<file path="src/rtl/fetch_queue_if.sv">
// Fetch front-end bus: redirect input, instruction-memory request/response and decode-side output.
// Valid/ready rule: a transfer happens in a cycle where valid && ready are both high at the rising
// clock edge. The memory response channel has no ready: imem_resp_valid is always accepted.
interface fetch_queue_if #(
  parameter int XLEN = 32
);
  logic            redirect_valid;
  logic [XLEN-1:0] redirect_pc;
  logic            imem_req_valid;
  logic            imem_req_ready;
  logic [XLEN-1:0] imem_addr;
  logic            imem_resp_valid;
  logic [XLEN-1:0] imem_resp_data;
  logic            out_valid;
  logic            out_ready;
  logic [XLEN-1:0] out_pc;
  logic [XLEN-1:0] out_instr;

  modport master (
    input  redirect_valid, redirect_pc, imem_req_ready, imem_resp_valid, imem_resp_data, out_ready,
    output imem_req_valid, imem_addr, out_valid, out_pc, out_instr
  );

  modport slave (
    output redirect_valid, redirect_pc, imem_req_ready, imem_resp_valid, imem_resp_data, out_ready,
    input  imem_req_valid, imem_addr, out_valid, out_pc, out_instr
  );
endinterface

</file>
<file path="src/rtl/fetch_queue.sv">
// Instruction-fetch front end: owns the fetch PC, keeps up to DEPTH requests in flight and
// returns responses in order through a PC-tagged queue; redirect flushes and drops stale data.
module fetch_queue #(
  parameter int              XLEN     = 32,
  parameter int              DEPTH    = 4,
  parameter logic [XLEN-1:0] RESET_PC = '0
) (
  input  logic          clk,
  input  logic          reset,
  fetch_queue_if.master bus
);
  localparam int AW = $clog2(DEPTH);
  localparam int CW = $clog2(DEPTH + 1);

  typedef logic [AW-1:0] ptr_t;
  typedef logic [CW-1:0] cnt_t;

  logic [XLEN-1:0]  pc_q    [DEPTH];
  logic [XLEN-1:0]  instr_q [DEPTH];
  logic [DEPTH-1:0] filled_q;
  ptr_t             head_q, fill_q, tail_q;
  cnt_t             count_q, pending_q, drop_q;
  logic [XLEN-1:0]  fetch_pc_q;

  logic     issue, pop, resp_keep, resp_drop;
  logic [CW:0] drop_sum;
  cnt_t     drop_flush;

  assign bus.imem_req_valid = !reset && !bus.redirect_valid && (count_q != cnt_t'(DEPTH));
  assign bus.imem_addr      = fetch_pc_q;
  assign bus.out_valid      = filled_q[head_q];
  assign bus.out_pc         = bus.out_valid ? pc_q[head_q]    : '0;
  assign bus.out_instr      = bus.out_valid ? instr_q[head_q] : '0;

  assign issue     = bus.imem_req_valid && bus.imem_req_ready;
  assign pop       = bus.out_valid && bus.out_ready;
  assign resp_drop = bus.imem_resp_valid && (drop_q != '0);
  assign resp_keep = bus.imem_resp_valid && (drop_q == '0);

  // On redirect every unanswered request becomes a response to discard; a response arriving
  // in the same cycle is already one of them.
  always_comb begin
    drop_sum   = {1'b0, drop_q} + {1'b0, pending_q};
    drop_flush = '0;
    if (bus.imem_resp_valid && (drop_sum != '0)) begin
      drop_sum = drop_sum - 1'b1;
    end
    if (drop_sum > (CW + 1)'(DEPTH)) begin
      drop_flush = cnt_t'(DEPTH);
    end else begin
      drop_flush = drop_sum[CW-1:0];
    end
  end

  always_ff @(posedge clk) begin
    if (reset) begin
      filled_q   <= '0;
      head_q     <= '0;
      fill_q     <= '0;
      tail_q     <= '0;
      count_q    <= '0;
      pending_q  <= '0;
      drop_q     <= '0;
      fetch_pc_q <= RESET_PC;
    end else if (bus.redirect_valid) begin
      filled_q   <= '0;
      head_q     <= '0;
      fill_q     <= '0;
      tail_q     <= '0;
      count_q    <= '0;
      pending_q  <= '0;
      drop_q     <= drop_flush;
      fetch_pc_q <= {bus.redirect_pc[XLEN-1:2], 2'b00};
    end else begin
      // Pop clears before fill sets: they only share an index when the queue is full and
      // entirely filled, where a kept response cannot legally arrive.
      if (pop) begin
        filled_q[head_q] <= 1'b0;
        head_q           <= head_q + ptr_t'(1);
      end
      if (resp_keep) begin
        filled_q[fill_q] <= 1'b1;
        fill_q           <= fill_q + ptr_t'(1);
      end
      if (resp_drop) begin
        drop_q <= drop_q - cnt_t'(1);
      end
      if (issue) begin
        filled_q[tail_q] <= 1'b0;
        tail_q           <= tail_q + ptr_t'(1);
        fetch_pc_q       <= fetch_pc_q + XLEN'(4);
      end
      count_q   <= count_q + cnt_t'(issue) - cnt_t'(pop);
      pending_q <= pending_q + cnt_t'(issue) - cnt_t'(resp_keep);
    end
  end

  // Payload storage needs no reset: the filled bits qualify every read.
  always_ff @(posedge clk) begin
    if (!reset && !bus.redirect_valid) begin
      if (issue) begin
        pc_q[tail_q] <= fetch_pc_q;
      end
      if (resp_keep) begin
        instr_q[fill_q] <= bus.imem_resp_data;
      end
    end
  end
endmodule

</file>
<file path="src/flat_wrapper.sv">
// flat-port wrapper written by rule: the top's interface ports become plain ports
module fetch_queue_flat 
#(
  parameter int              XLEN     = 32,
  parameter int              DEPTH    = 4,
  parameter logic [XLEN-1:0] RESET_PC = '0
)
  (clk, reset, bus_redirect_valid, bus_redirect_pc, bus_imem_req_ready, bus_imem_resp_valid, bus_imem_resp_data, bus_out_ready, bus_imem_req_valid, bus_imem_addr, bus_out_valid, bus_out_pc, bus_out_instr);
  fetch_queue_if #(.XLEN(XLEN)) bus_i ();
  input  logic clk;
  input  logic reset;
  input wire logic [$bits(bus_i.redirect_valid)-1:0] bus_redirect_valid;
  input wire logic [$bits(bus_i.redirect_pc)-1:0] bus_redirect_pc;
  input wire logic [$bits(bus_i.imem_req_ready)-1:0] bus_imem_req_ready;
  input wire logic [$bits(bus_i.imem_resp_valid)-1:0] bus_imem_resp_valid;
  input wire logic [$bits(bus_i.imem_resp_data)-1:0] bus_imem_resp_data;
  input wire logic [$bits(bus_i.out_ready)-1:0] bus_out_ready;
  output wire logic [$bits(bus_i.imem_req_valid)-1:0] bus_imem_req_valid;
  output wire logic [$bits(bus_i.imem_addr)-1:0] bus_imem_addr;
  output wire logic [$bits(bus_i.out_valid)-1:0] bus_out_valid;
  output wire logic [$bits(bus_i.out_pc)-1:0] bus_out_pc;
  output wire logic [$bits(bus_i.out_instr)-1:0] bus_out_instr;
  assign bus_i.redirect_valid = bus_redirect_valid;
  assign bus_i.redirect_pc = bus_redirect_pc;
  assign bus_i.imem_req_ready = bus_imem_req_ready;
  assign bus_i.imem_resp_valid = bus_imem_resp_valid;
  assign bus_i.imem_resp_data = bus_imem_resp_data;
  assign bus_i.out_ready = bus_out_ready;
  assign bus_imem_req_valid = bus_i.imem_req_valid;
  assign bus_imem_addr = bus_i.imem_addr;
  assign bus_out_valid = bus_i.out_valid;
  assign bus_out_pc = bus_i.out_pc;
  assign bus_out_instr = bus_i.out_instr;
  fetch_queue #(.XLEN(XLEN), .DEPTH(DEPTH), .RESET_PC(RESET_PC)) u_core (.clk(clk), .reset(reset), .bus(bus_i));
endmodule
</file>
<file path="config.mk">
export PLATFORM = sky130hd
export DESIGN_NAME = fetch_queue_flat
export DESIGN_NICKNAME = d
export VERILOG_FILES = /design/src/rtl/fetch_queue_if.sv /design/src/rtl/fetch_queue.sv /design/src/flat_wrapper.sv
export SDC_FILE = /design/constraint.sdc
export NUM_CORES = 1
export LEC_CHECK = 0
export CAP_MARGIN = 20
export CORE_MARGIN = 1.5
export CORE_UTILIZATION = 45
export DETAILED_ROUTE_END_ITERATION = 8
export GPL_TIMING_DRIVEN = 0
export PLACE_DENSITY = 0.7
export SYNTH_ARGS = -nofsm -noshare
export SYNTH_HDL_FRONTEND = slang
export SYNTH_SLANG_ARGS = --single-unit
</file>
<file path="constraint.sdc">
create_clock -name clk -period 4.83 [get_ports clk]
set_input_delay 0.483 -clock clk [delete_from_list [all_inputs] [get_ports clk]]
set_output_delay 0.483 -clock clk [all_outputs]
set_load 0.05 [all_outputs]
</file>
==> run metrics <==
f_max 271 MHz; #FFs+latches synth 299; normalized max-slew margin 0.399; reg2reg end u_core.count_q[2]; Cells after Synth 772; Worst setup SP type flop; Post-CTS Hold Buffers 0; Yosys cell types 62; clk_skew 0.0124 ns; Pwr per Cell Area 360 mW/mm2; setup TNS 0 ns; type of the worst setup path reg2out; GP Congestion 0.802; DRC Markers 0; largest net degree at the start of global routing 33; vias 7245; minimum clock period 3.69 ns; hold path depth 2; clk buf depth 3; vias in the first global route 7229; status complete, no violations; max-cap check violation count 0; FF-to-FF setup slack 1.92 ns; DP HPWL 17.7 mm; FILL cells 2154; met3 Resource Use GR 0.0258; # setup viols final 0; Post-synth EDFFs 248; DRT Wirelength 27.0 mm; CTS tree done; Crit path required time 4.35 ns; RSZ-0062 raised after global routing false; full die area 0.0289 mm2; Top Family by Delay on Critical Path buffers and inverters; ANT nets after route 0; mapped cell area 0.0126 mm2; area grow syn2layout 23.7%; ANT cells 0; number of setup buffers added after CTS 0; Final Max Tran Viols 0; Global Route Usage Sum 0.188; post-DR wirelength/cell 19.9 um; row count 60; H-tree Lvls 1; slowest cell delay on critical path 0.82 ns; Pre-Repair DR Iteration Count 5; slew of the pin with the lowest slew margin 0.901 ns; area leader, netlist edfxtp_1; cts bufs inserted 29; fin crit share 0.764; Synth async-reset ratio 0; gr busiest metal met2; worst r2r path cells 11; initial DRC count 488; Synth top area share 0.593; antenna violations before repair 0; Crit. End Element primary output; Fin. Hold Viols 0; final worst setup slack 1.14 ns; CP Cell Sequence buf_1 -> clkbuf_1 -> mux4_2 -> and2_1 -> clkdlybuf4s50_1; syn_area_per_cell 16.3 um2; Critical Path AT 3.21 ns; clock slew at reported path FFs 0.06 ns; die span in x 170 um; Synth Flop Type edfxtp_1; CTS Sinks 299; Pleak 0.00515 uW; sequential area share after synthesis 0.674; maximum fanout along the worst path 10; nets 1061; Chip Height 170 um; I/O pin count 168; main area contributors after synthesis edfxtp_1, mux4_2, dfxtp_1; commonest non-fill, non-tap cell in the layout edfxtp_1; pre-CTS setup slack 1.69 ns; hold_sp reset; Core ar. 0.0272 mm2; Root Buffer clkbuf_16; peak supply drop 0.289 mV; vias per cell 5.34; Buffers & Inverters on Critical Path 3; first-pass GRT wire length 41.3 mm; share of layout cells above drive strength 1 0.145; global routing usage on met1 0.256; Starting Density 0.462; Worst Hold Endpoint u_core.bus.imem_addr[18]; most frequent cells in the layout edfxtp_1, clkdlybuf4s50_1, and2_1, mux4_2, dfxtp_1; Min-Delay Path Class in2reg; overflow left after global routing 0; met2 Usage GRT 0.314; r2r startpoint u_core.head_q[0]; Port Buffers 159; Clock Latency Late Sink 0.54 ns; Core Util, Final 0.572; Resized cells post-CTS 0; Slowest-stage cell, CP clkdlybuf4s50_1; synth warn 0
-- logic make-up after synthesis --
kind of cell	count (synthesis)	share of synthesized area
buffers and inverters	68	0.0249
AO/OA/AOI/OAI	75	0.0434
flip-flops	299	0.674
other	1	0.000298
adder cells (fa/ha/maj)	26	0.0277
AND/OR/NAND/NOR	208	0.0938
XOR/XNOR	28	0.0195
multiplexers	67	0.116
-- layer usage --
metal	up-vias	share of wire
met5	-	0
met4	0	0.024
met3	46	0.052
met2	216	0.49
met1	3623	0.43
li1	3360	-
-- power by group --
group,internal [uW],total (uW),switching [uW]
Combinational,220,530,310
Clock,1270,2160,896
Sequential,2850,2910,59.4
Total,4330,5600,1260
-- final cells by class --
class	instances	area (um2)	share of cell area
Sequential cell	299	8470	0.545
Multi-Input combinational cell	408	3800	0.244
Timing Repair Buffer	159	1590	0.102
Clock buffer	42	815	0.0524
Tap cell	372	465	0.0299
Buffer	45	224	0.0144
Clock inverter	9	95.1	0.00612
Inverter	23	88.8	0.00571
-- sequential cells by signal, indices dropped and copies added, names as in the netlist, 3 cells and up, named ones only --
name	flops
u_core.instr_q	128
u_core.pc_q	120
u_core.bus.imem_addr	30
u_core.filled_q	4
u_core.count_q	3
u_core.drop_q	3
u_core.pending_q	3
-- cells in the mapped netlist, types with 5 or more instances --
library cell and count:
edfxtp_1 248, and2_1 67, mux4_2 63, dfxtp_1 51, nand2_1 39, nor2_1 34, clkbuf_1 27, ha_1 23
inv_1 21, a211oi_1 17, nand4_1 16, a21oi_1 14, and3_1 14, xnor2_1 14, xor2_1 14, buf_2 8
o211ai_1 8, nand3_1 7, a22oi_1 5, a31oi_1 5, or3_1 5
-- worst register-to-register path, stage by stage, from the launching register on --
cell and delay (ns):
dfxtp_1 0.45, mux4_2 0.70, and2_1 0.22, buf_2 0.16
ha_1 0.30, inv_1 0.05, ha_1 0.13, inv_1 0.05
fa_1 0.38, xor2_1 0.17, xnor2_1 0.13, nor2_1 0.05
-- metrics by stage --
step / hold slack (ns) / cell area, um2 / total power [uW] / cells
6_report: 0.429 / 15500 / 5600 / 1357
4_1_cts: 0.420 / 15500 / 5650 / 1357
3_3_place_gp: 0.487 / 14600 / 3480 / 1306
2_1_floorplan: 0.469 / 12600 / 3280 / 775
3_5_place_dp: 0.500 / 14600 / 3490 / 1306
5_1_grt: 0.444 / 15500 / 5790 / 1357
-- how the worst max path moves through the flow --
stage / startpoint / to / cells after the start
final: flop / bus_out_pc[29] / 5
after global routing: flop / bus_out_pc[15] / 5
after CTS: flop / bus_out_pc[29] / 5
after detailed placement: flop / bus_out_pc[15] / 5
after global placement: bus_imem_resp_valid / u_core.instr_q[1][23] / 4
after floorplan: u_core.drop_q[0] / u_core.drop_q[1] / 9
Note: power is estimated with default switching activity, not from simulation.
